$ cat src/rtl/trail_pkg.sv
// Shared definitions for the trail frame-buffer writer and reader.
// Contents:
//   dir_t        - bike heading encoding (00 up, 01 down, 10 left, 11 right)
//   PLAY         - Game_State encoding for active play
//   trail_code_t - trail tile codes stored by the writer
//   rd_state_t   - collision reader FSM states
//   cell_addr()  - cell coordinate to frame-buffer word address mapping
package trail_pkg;

   typedef enum logic [1:0] {
      UP    = 2'b00,
      DOWN  = 2'b01,
      LEFT  = 2'b10,
      RIGHT = 2'b11
   } dir_t;

   localparam logic [2:0] PLAY = 3'b010;

   typedef enum logic [2:0] {
      TRAIL_NONE    = 3'd0,
      TRAIL_B_HORIZ = 3'd1,
      TRAIL_B_VERT  = 3'd2,
      TRAIL_R_HORIZ = 3'd3,
      TRAIL_R_VERT  = 3'd4,
      TRAIL_CORNER  = 3'd5
   } trail_code_t;

   typedef enum logic [2:0] {
      IDLE,
      CALC,
      REQ_B,
      WAIT_B,
      REQ_R,
      WAIT_R,
      RESOLVE
   } rd_state_t;

   // One frame-buffer row is 640 cells of 2 words each.
   localparam logic [19:0] ROW_PITCH = 20'd1280;

   // Word address of a cell's first word. The offset shifts the playfield
   // into the visible area; the result wraps at 20 bits on purpose so the
   // writer and reader always agree even for out-of-range inputs.
   function automatic logic [19:0] cell_addr(input logic [8:0] nx,
                                             input logic [8:0] ny,
                                             input logic [7:0] ofs);
      logic [19:0] col;
      logic [19:0] row;
      col = 20'(nx) + 20'(ofs);
      row = 20'(ny) + 20'(ofs);
      return (col << 1) + (row * ROW_PITCH);
   endfunction

endpackage

$ cat src/rtl/trail_collision_reader_if.sv
// Frame-buffer read port shared through the OCM arbiter.
// Signals:
//   rd_req  - read request, held until granted
//   rd_addr - word address, stable while rd_req is high
//   rd_gnt  - one-cycle grant from the arbiter
//   rd_data - read word, valid RD_LAT cycles after the grant cycle
// Modports: master (the reader), slave (arbiter / frame buffer side).
interface trail_collision_reader_if;

   logic        rd_req;
   logic [19:0] rd_addr;
   logic        rd_gnt;
   logic [15:0] rd_data;

   modport master (output rd_req, rd_addr, input rd_gnt, rd_data);
   modport slave  (input rd_req, rd_addr, output rd_gnt, rd_data);

endinterface

$ cat src/rtl/next_cell_calc.sv
// Combinational next-head-cell calculator for one bike.
// Ports:
//   x, y  in  current head cell
//   dir   in  heading
//   nx,ny out next cell as 9-bit two's complement
//   wall  out next cell lies outside 0..GRID_MAX on either axis
module next_cell_calc
   import trail_pkg::*;
#(
   parameter int unsigned GRID_MAX = 223
) (
   input  logic [7:0] x,
   input  logic [7:0] y,
   input  dir_t       dir,
   output logic [8:0] nx,
   output logic [8:0] ny,
   output logic       wall
);

   localparam logic signed [8:0] LIMIT = 9'(GRID_MAX);

   logic signed [8:0] sx;
   logic signed [8:0] sy;

   // NOTE: every variable gets a value before any conditional update so the
   // block stays purely combinational and no latch is inferred.
   always_comb begin
      sx = $signed({1'b0, x});
      sy = $signed({1'b0, y});
      case (dir)
         UP:      sy = sy - 9'sd1;
         DOWN:    sy = sy + 9'sd1;
         LEFT:    sx = sx - 9'sd1;
         RIGHT:   sx = sx + 9'sd1;
         default: ;
      endcase
      // Both axes are checked: a head already beyond the grid on the axis
      // it is not moving along is still a wall hit.
      wall = (sx < 9'sd0) || (sx > LIMIT) || (sy < 9'sd0) || (sy > LIMIT);
      nx   = sx;
      ny   = sy;
   end

endmodule

$ cat src/rtl/trail_collision_reader.sv
// Trail collision reader: once per frame during play, predicts each bike's
// next head cell, flags wall hits, and reads the cell's first frame-buffer
// word to detect trails. Collision flags are sticky for the current round.
// Ports:
//   Clk, Reset       - system clock, async active-low reset
//   frame_clk        - ~60 Hz frame tick, asynchronous to Clk
//   Game_State       - global game state
//   Blue_*/Red_*     - head cells and headings
//   rd_bus (master)  - frame-buffer read request/grant port
//   collision_blue/red - sticky collision flags
//   check_done       - one-cycle pulse when a frame's check completes
module trail_collision_reader
   import trail_pkg::*;
#(
   parameter int unsigned GRID_MAX   = 223,
   parameter logic [7:0]  BLUE_OFS   = 8'd6,
   parameter logic [7:0]  RED_OFS    = 8'd0,
   parameter int unsigned RD_LAT     = 1,
   parameter logic [15:0] TRAIL_MASK = 16'h0F0F,
   parameter logic [2:0]  PLAY_STATE = PLAY
) (
   input  logic                            Clk,
   input  logic                            Reset,
   input  logic                            frame_clk,
   input  logic [2:0]                      Game_State,
   input  logic [7:0]                      Blue_X,
   input  logic [7:0]                      Blue_Y,
   input  logic [7:0]                      Red_X,
   input  logic [7:0]                      Red_Y,
   input  logic [1:0]                      Blue_dir,
   input  logic [1:0]                      Red_dir,
   trail_collision_reader_if.master        rd_bus,
   output logic                            collision_blue,
   output logic                            collision_red,
   output logic                            check_done
);

   localparam logic [1:0] LAT_LAST = 2'(RD_LAT);

   // frame_clk synchronizer (bits 0,1) plus edge-detect history (bit 2).
   logic [2:0] fsync;
   logic       tick;

   // NOTE: sequential state always uses non-blocking assignments so every
   // flop samples the pre-edge value of the others.
   always_ff @(posedge Clk or negedge Reset) begin
      if (!Reset) fsync <= '0;
      else        fsync <= {fsync[1:0], frame_clk};
   end

   assign tick = fsync[1] & ~fsync[2];

   // Next-cell prediction for both bikes from the live head positions;
   // the results are captured in CALC.
   logic [8:0] b_nx, b_ny, r_nx, r_ny;
   logic       b_wall, r_wall;

   next_cell_calc #(.GRID_MAX(GRID_MAX)) u_blue_next (
      .x    (Blue_X),
      .y    (Blue_Y),
      .dir  (dir_t'(Blue_dir)),
      .nx   (b_nx),
      .ny   (b_ny),
      .wall (b_wall)
   );

   next_cell_calc #(.GRID_MAX(GRID_MAX)) u_red_next (
      .x    (Red_X),
      .y    (Red_Y),
      .dir  (dir_t'(Red_dir)),
      .nx   (r_nx),
      .ny   (r_ny),
      .wall (r_wall)
   );

   rd_state_t   state;
   logic        wall_b, wall_r;
   logic        hit_b, hit_r;
   logic        head_on;
   logic [19:0] addr_r;
   logic [1:0]  lat_cnt;

   // NOTE: the asynchronous reset covers the datapath registers as well as
   // the control state; none of them is a memory array, so all are cheap to
   // reset and nothing downstream can observe stale values after reset.
   always_ff @(posedge Clk or negedge Reset) begin
      if (!Reset) begin
         state          <= IDLE;
         rd_bus.rd_req  <= 1'b0;
         rd_bus.rd_addr <= '0;
         collision_blue <= 1'b0;
         collision_red  <= 1'b0;
         check_done     <= 1'b0;
         wall_b         <= 1'b0;
         wall_r         <= 1'b0;
         hit_b          <= 1'b0;
         hit_r          <= 1'b0;
         head_on        <= 1'b0;
         addr_r         <= '0;
         lat_cnt        <= '0;
      end else if (Game_State != PLAY_STATE) begin
         // Leaving play abandons any check in flight and ends the round.
         state          <= IDLE;
         rd_bus.rd_req  <= 1'b0;
         collision_blue <= 1'b0;
         collision_red  <= 1'b0;
         check_done     <= 1'b0;
      end else begin
         check_done <= 1'b0;
         case (state)
            IDLE: begin
               // Ticks arriving in any other state are simply not looked at.
               if (tick) state <= CALC;
            end

            CALC: begin
               wall_b  <= b_wall;
               wall_r  <= r_wall;
               hit_b   <= 1'b0;
               hit_r   <= 1'b0;
               head_on <= (b_nx == r_nx) && (b_ny == r_ny);
               addr_r  <= cell_addr(r_nx, r_ny, RED_OFS);
               // A bike heading into a wall needs no frame-buffer lookup.
               if (!b_wall) begin
                  state          <= REQ_B;
                  rd_bus.rd_req  <= 1'b1;
                  rd_bus.rd_addr <= cell_addr(b_nx, b_ny, BLUE_OFS);
               end else if (!r_wall) begin
                  state          <= REQ_R;
                  rd_bus.rd_req  <= 1'b1;
                  rd_bus.rd_addr <= cell_addr(r_nx, r_ny, RED_OFS);
               end else begin
                  state <= RESOLVE;
               end
            end

            REQ_B: begin
               if (rd_bus.rd_gnt) begin
                  rd_bus.rd_req <= 1'b0;
                  lat_cnt       <= 2'd1;
                  state         <= WAIT_B;
               end
            end

            WAIT_B: begin
               // lat_cnt counts cycles since the grant cycle.
               if (lat_cnt == LAT_LAST) begin
                  hit_b <= |(rd_bus.rd_data & TRAIL_MASK);
                  if (!wall_r) begin
                     state          <= REQ_R;
                     rd_bus.rd_req  <= 1'b1;
                     rd_bus.rd_addr <= addr_r;
                  end else begin
                     state <= RESOLVE;
                  end
               end else begin
                  lat_cnt <= lat_cnt + 2'd1;
               end
            end

            REQ_R: begin
               if (rd_bus.rd_gnt) begin
                  rd_bus.rd_req <= 1'b0;
                  lat_cnt       <= 2'd1;
                  state         <= WAIT_R;
               end
            end

            WAIT_R: begin
               if (lat_cnt == LAT_LAST) begin
                  hit_r <= |(rd_bus.rd_data & TRAIL_MASK);
                  state <= RESOLVE;
               end else begin
                  lat_cnt <= lat_cnt + 2'd1;
               end
            end

            RESOLVE: begin
               // Flags only accumulate; they clear when play ends.
               collision_blue <= collision_blue | wall_b | hit_b | head_on;
               collision_red  <= collision_red  | wall_r | hit_r | head_on;
               check_done     <= 1'b1;
               state          <= IDLE;
            end

            default: state <= IDLE;
         endcase
      end
   end

endmodule

$ cat src/flat_wrapper.sv
// flat-port wrapper written by rule: the top's interface ports become plain ports
module trail_collision_reader_flat import trail_pkg::*;
#(
   parameter int unsigned GRID_MAX   = 223,
   parameter logic [7:0]  BLUE_OFS   = 8'd6,
   parameter logic [7:0]  RED_OFS    = 8'd0,
   parameter int unsigned RD_LAT     = 1,
   parameter logic [15:0] TRAIL_MASK = 16'h0F0F,
   parameter logic [2:0]  PLAY_STATE = PLAY
)
  (Clk, Reset, frame_clk, Game_State, Blue_X, Blue_Y, Red_X, Red_Y, Blue_dir, Red_dir, collision_blue, collision_red, check_done, rd_bus_rd_req, rd_bus_rd_addr, rd_bus_rd_gnt, rd_bus_rd_data);
  trail_collision_reader_if rd_bus_i ();
  input  logic Clk;
  input  logic Reset;
  input  logic frame_clk;
  input  logic [2:0] Game_State;
  input  logic [7:0] Blue_X;
  input  logic [7:0] Blue_Y;
  input  logic [7:0] Red_X;
  input  logic [7:0] Red_Y;
  input  logic [1:0] Blue_dir;
  input  logic [1:0] Red_dir;
  output logic collision_blue;
  output logic collision_red;
  output logic check_done;
  output wire logic [$bits(rd_bus_i.rd_req)-1:0] rd_bus_rd_req;
  output wire logic [$bits(rd_bus_i.rd_addr)-1:0] rd_bus_rd_addr;
  input wire logic [$bits(rd_bus_i.rd_gnt)-1:0] rd_bus_rd_gnt;
  input wire logic [$bits(rd_bus_i.rd_data)-1:0] rd_bus_rd_data;
  assign rd_bus_rd_req = rd_bus_i.rd_req;
  assign rd_bus_rd_addr = rd_bus_i.rd_addr;
  assign rd_bus_i.rd_gnt = rd_bus_rd_gnt;
  assign rd_bus_i.rd_data = rd_bus_rd_data;
  trail_collision_reader #(.GRID_MAX(GRID_MAX), .BLUE_OFS(BLUE_OFS), .RED_OFS(RED_OFS), .RD_LAT(RD_LAT), .TRAIL_MASK(TRAIL_MASK), .PLAY_STATE(PLAY_STATE)) u_core (.Clk(Clk), .Reset(Reset), .frame_clk(frame_clk), .Game_State(Game_State), .Blue_X(Blue_X), .Blue_Y(Blue_Y), .Red_X(Red_X), .Red_Y(Red_Y), .Blue_dir(Blue_dir), .Red_dir(Red_dir), .rd_bus(rd_bus_i), .collision_blue(collision_blue), .collision_red(collision_red), .check_done(check_done));
endmodule
$ cat config.mk
export PLATFORM = sky130hd
export DESIGN_NAME = trail_collision_reader_flat
export DESIGN_NICKNAME = d
export VERILOG_FILES = /design/src/rtl/trail_pkg.sv /design/src/rtl/trail_collision_reader_if.sv /design/src/rtl/next_cell_calc.sv /design/src/rtl/trail_collision_reader.sv /design/src/flat_wrapper.sv
export SDC_FILE = /design/constraint.sdc
export NUM_CORES = 1
export LEC_CHECK = 0
export ABC_AREA = 1
export ABC_CLOCK_PERIOD_IN_PS = 2270
export BUFFER_PORTS_ARGS = -buffer_cell sky130_fd_sc_hd__buf_4
export CAP_MARGIN = 10
export CORE_MARGIN = 5
export CORE_UTILIZATION = 43
export DETAILED_ROUTE_END_ITERATION = 12
export GPL_ROUTABILITY_DRIVEN = 0
export SLEW_MARGIN = 40
export SYNTH_ARGS = -nofsm -noshare
export SYNTH_HDL_FRONTEND = slang
export SYNTH_SLANG_ARGS = --single-unit
$ cat constraint.sdc
create_clock -name Clk -period 2.27 [get_ports Clk]
set_input_delay 0.227 -clock Clk [delete_from_list [all_inputs] [get_ports Clk]]
set_output_delay 0.227 -clock Clk [all_outputs]
set_load 0.03 [all_outputs]
==> impl_metrics.toml <==
[detailed_routing]
wl_per_cell_um = 13.3
ant_nets = 0
drt-pass1-iter-count = 5
num_vias = 7882
post-route-drc-count = 0
routed_via_density = 4.86
drtIter0Drc = 381
wirelength_um = 21500

[logic_synthesis]
async_flop_share_pct = 100
ys.flop_type = "dfrtp_1"
yosysWarnings = 0
synth_edf_count = 0
synth_nets = 1215
synthDistinctLibCells = 46
yosys_register_bits = 55
netlist_area_um2 = 6810
synth_cells = 1079
synth_area_per_cell_um2 = 6.32
yosysSeqAreaShare_pct = 20.2

[clock_tree]
cts_tree = "done"
clkSlewWorstSetupHoldPaths_ps = 70
cts_sinks = 55
clk_latency_ps = 290
clock_path_buffers = 2
htreeDepth = 2
cts_hold_buf = 0
clockRootBuffer = "clkbuf_16"
numCtsBuffers = 5

[run_status]
outcome = "finished, violations left"
violations = "hold timing, setup timing"

[sta]
timing.fmax_mhz = 275
period_needed_ps = 3640
worst_slack_ps = -1370
finalMaxSlewViolations = 0
clock-skew-final_ps = 8.12
finalCritPeriodShare_pct = 160
setup_viol = 33
worst-slew-pin-transition_ps = 681
slew_headroom_pct = 54.6
finalHoldViolCount = 50
holdWs_ps = -26.4
rsz0062_at_grt = "yes"

[global_route]
grt_max_degree = 56
grt_pass1_wl_um = 35000
grtUsageMet3_pct = 1.78
grt_usage_pct = 23.0
grt_overflow = 0
grt_use_met2_pct = 42.9
busiest_layer = "met2"
globalRouteMet1Util_pct = 29.1
antenna_found_initial = 0
grt_pass1_vias = 7579

[finish]
layout_common_cells = "nand2_1 (308), buf_4 (306), inv_1 (130)"
syn2layout_area_growth_pct = 63.5
antennaDiodeCount = 0
final_design_area_no_fill_um2 = 11100
fin_nets = 1543
final_common_cell = "nand2_1"
drive_gt1_share_pct = 41.9

[worst_setup_path]
slowest_delay_ps = 340
setup.worst_path.start_class = "input pin"
worstPathRequired_ps = 2500
cpMaxStageDelayCell = "a21boi_4"
crit_path_end_kind = "register"
worstSetupPathType = "in -> reg"
arrival_ps = 3870
crit_top_cell = "buf_4"
crit_buf_inv = 15
crit_path_max_fanout = 8
cp_top_family = "buffers and inverters"

[die]
rows = 46
start_util_pct = 43.4
die_x_um = 136
core_area_um2 = 15700
io_pins = 83
design.die.area_um2 = 18500
fp.dieH_um = 136

[placement]
portBuffers = 73
dpl-instance-area_um2 = 9510
dp_hpwl_um = 16400
place_ws_ps = -1770

[pwr]
clockPowerShare_pct = 12.1
netSwitchingFraction_pct = 41.0
total_power_mw = 7.08
comb_power_share_pct = 71.6
seq_power_share_pct = 16.4
p_switching_mw = 2.91
p_leak_nw = 5.83
p_per_area_nw_per_um2 = 635
intPower_mw = 4.17
ir_drop_mv = 0.490

[min_path]
worstHoldPathType = "in -> async"

[job]
drv_cap = 0
cell usage after synthesis (6+ instances only):
| master | count | share of area [%] |
|---|---|---|
| nor2_1 | 92 | 5.1 |
| nor3_1 | 12 | 0.88 |
| xnor2_1 | 18 | 2.3 |
| nand2_1 | 338 | 19 |
| fa_1 | 8 | 2.4 |
| or2_2 | 18 | 1.7 |
| nand4_1 | 34 | 3.1 |
| inv_2 | 8 | 0.44 |
| o21ai_0 | 41 | 3.0 |
| nor2_2 | 6 | 0.55 |
| nand2_2 | 7 | 0.64 |
| clkbuf_1 | 11 | 0.61 |
| a21oi_1 | 30 | 2.2 |
| inv_1 | 149 | 8.2 |
| dfrtp_1 | 55 | 20 |
| nand3_1 | 101 | 7.4 |
| nand3b_1 | 6 | 0.66 |
| ha_1 | 69 | 13 |
| xor2_1 | 25 | 3.2 |
final timing paths:
path,from,endpoint,slack (ps),depth (start not counted)
setup / recovery,Blue_dir[1],u_core.rd_bus.rd_addr[6],-1370,30
hold reg to reg,u_core.fsync[0],u_core.fsync[1],380,0
hold / removal,Reset,u_core.rd_bus.rd_addr[10],-30,1
max in group asynchronous,Reset,u_core.rd_bus.rd_addr[3],1840,1
setup reg to reg,u_core.state[1],u_core.rd_bus.rd_addr[6],90,9
min in group Clk,frame_clk,u_core.fsync[0],40,1
state kept, by name (all words and copies together), names as in the netlist:
register	count
u_core.addr_r	19
u_core.wall_b	1
u_core.state	3
u_core.hit_b	1
u_core.wall_r	1
u_core.fsync	3
u_core.hit_r	1
u_core.rd_bus.rd_addr	19
u_core.check_done	1
u_core.collision_blue	1
u_core.head_on	1
u_core.collision_red	1
u_core.lat_cnt	2
u_core.rd_bus.rd_req	1
kinds of logic (layout without fill, tap and decap cells):
logic type	Yosys count	count (layout)	synth area share, %
DFF	55	55	20.2
AOI/OAI and AO/OA	95	95	8.02
xor gates and xnor gates	44	44	5.77
other	1	1	0.0550
and+or+nand+nor	627	627	40.4
buffers and inverters	179	507	10.3
muxes	1	1	0.165
adders and majority gates	77	77	15.0
repair_timing:
action / in CTS / in global routing
resized for setup: 147 / 84
endpoints found under the setup margin: 35 / 35
buffers inserted: 36 / 18
gates cloned: 2 / 1
pin swaps: 80 / 32
metrics by stage:
step | cells | hold WS [ps] | TNS, ps | utilization, %
finish | 1623 | -26.4 | -37060 | 70.9
global route | 1623 | 29.5 | -42950 | 70.9
CTS | 1609 | 9.31 | -32550 | 67.8
detailed placement | 1566 | 319 | -38200 | 60.5
global placement | 1566 | 328 | -37120 | 60.5
floorplan | 1079 | -68.6 | -25500 | -
power groups by stage:
stage               logic (mW)  clock network, mW  registers [mW]
floorplan                 2.22                  0            1.26
global placement          3.91                  0            1.17
detailed placement        3.94                  0            1.18
CTS                       4.64              0.868            1.16
global route              5.53              0.909            1.17
finish                    5.07              0.855            1.16
final cells by class:
cell class              count  area, µm²
well taps                 216        270
clock buffers               5        125
fillers                  1290       4570
clock inverters             2       37.5
inverters                 158        611
repair buffers            342       2750
flip-flops and latches     55       1380
multi-input cells         845       5970
worst register-to-register path: cells and delay by family, from the launching register on:
kind,cells,cell delay (ps)
AO/OA/AOI/OAI,2,520
AND/OR/NAND/NOR,4,640
buffers and inverters,3,520
flip-flops,1,450
metal layers:
metal / wire [µm] / up-vias
met5: 0 / -
met4: 322 / 0
met3: 699 / 15
met2: 11000 / 145
met1: 9540 / 3607
li1: - / 4115
(Power assumes the default switching activity.)
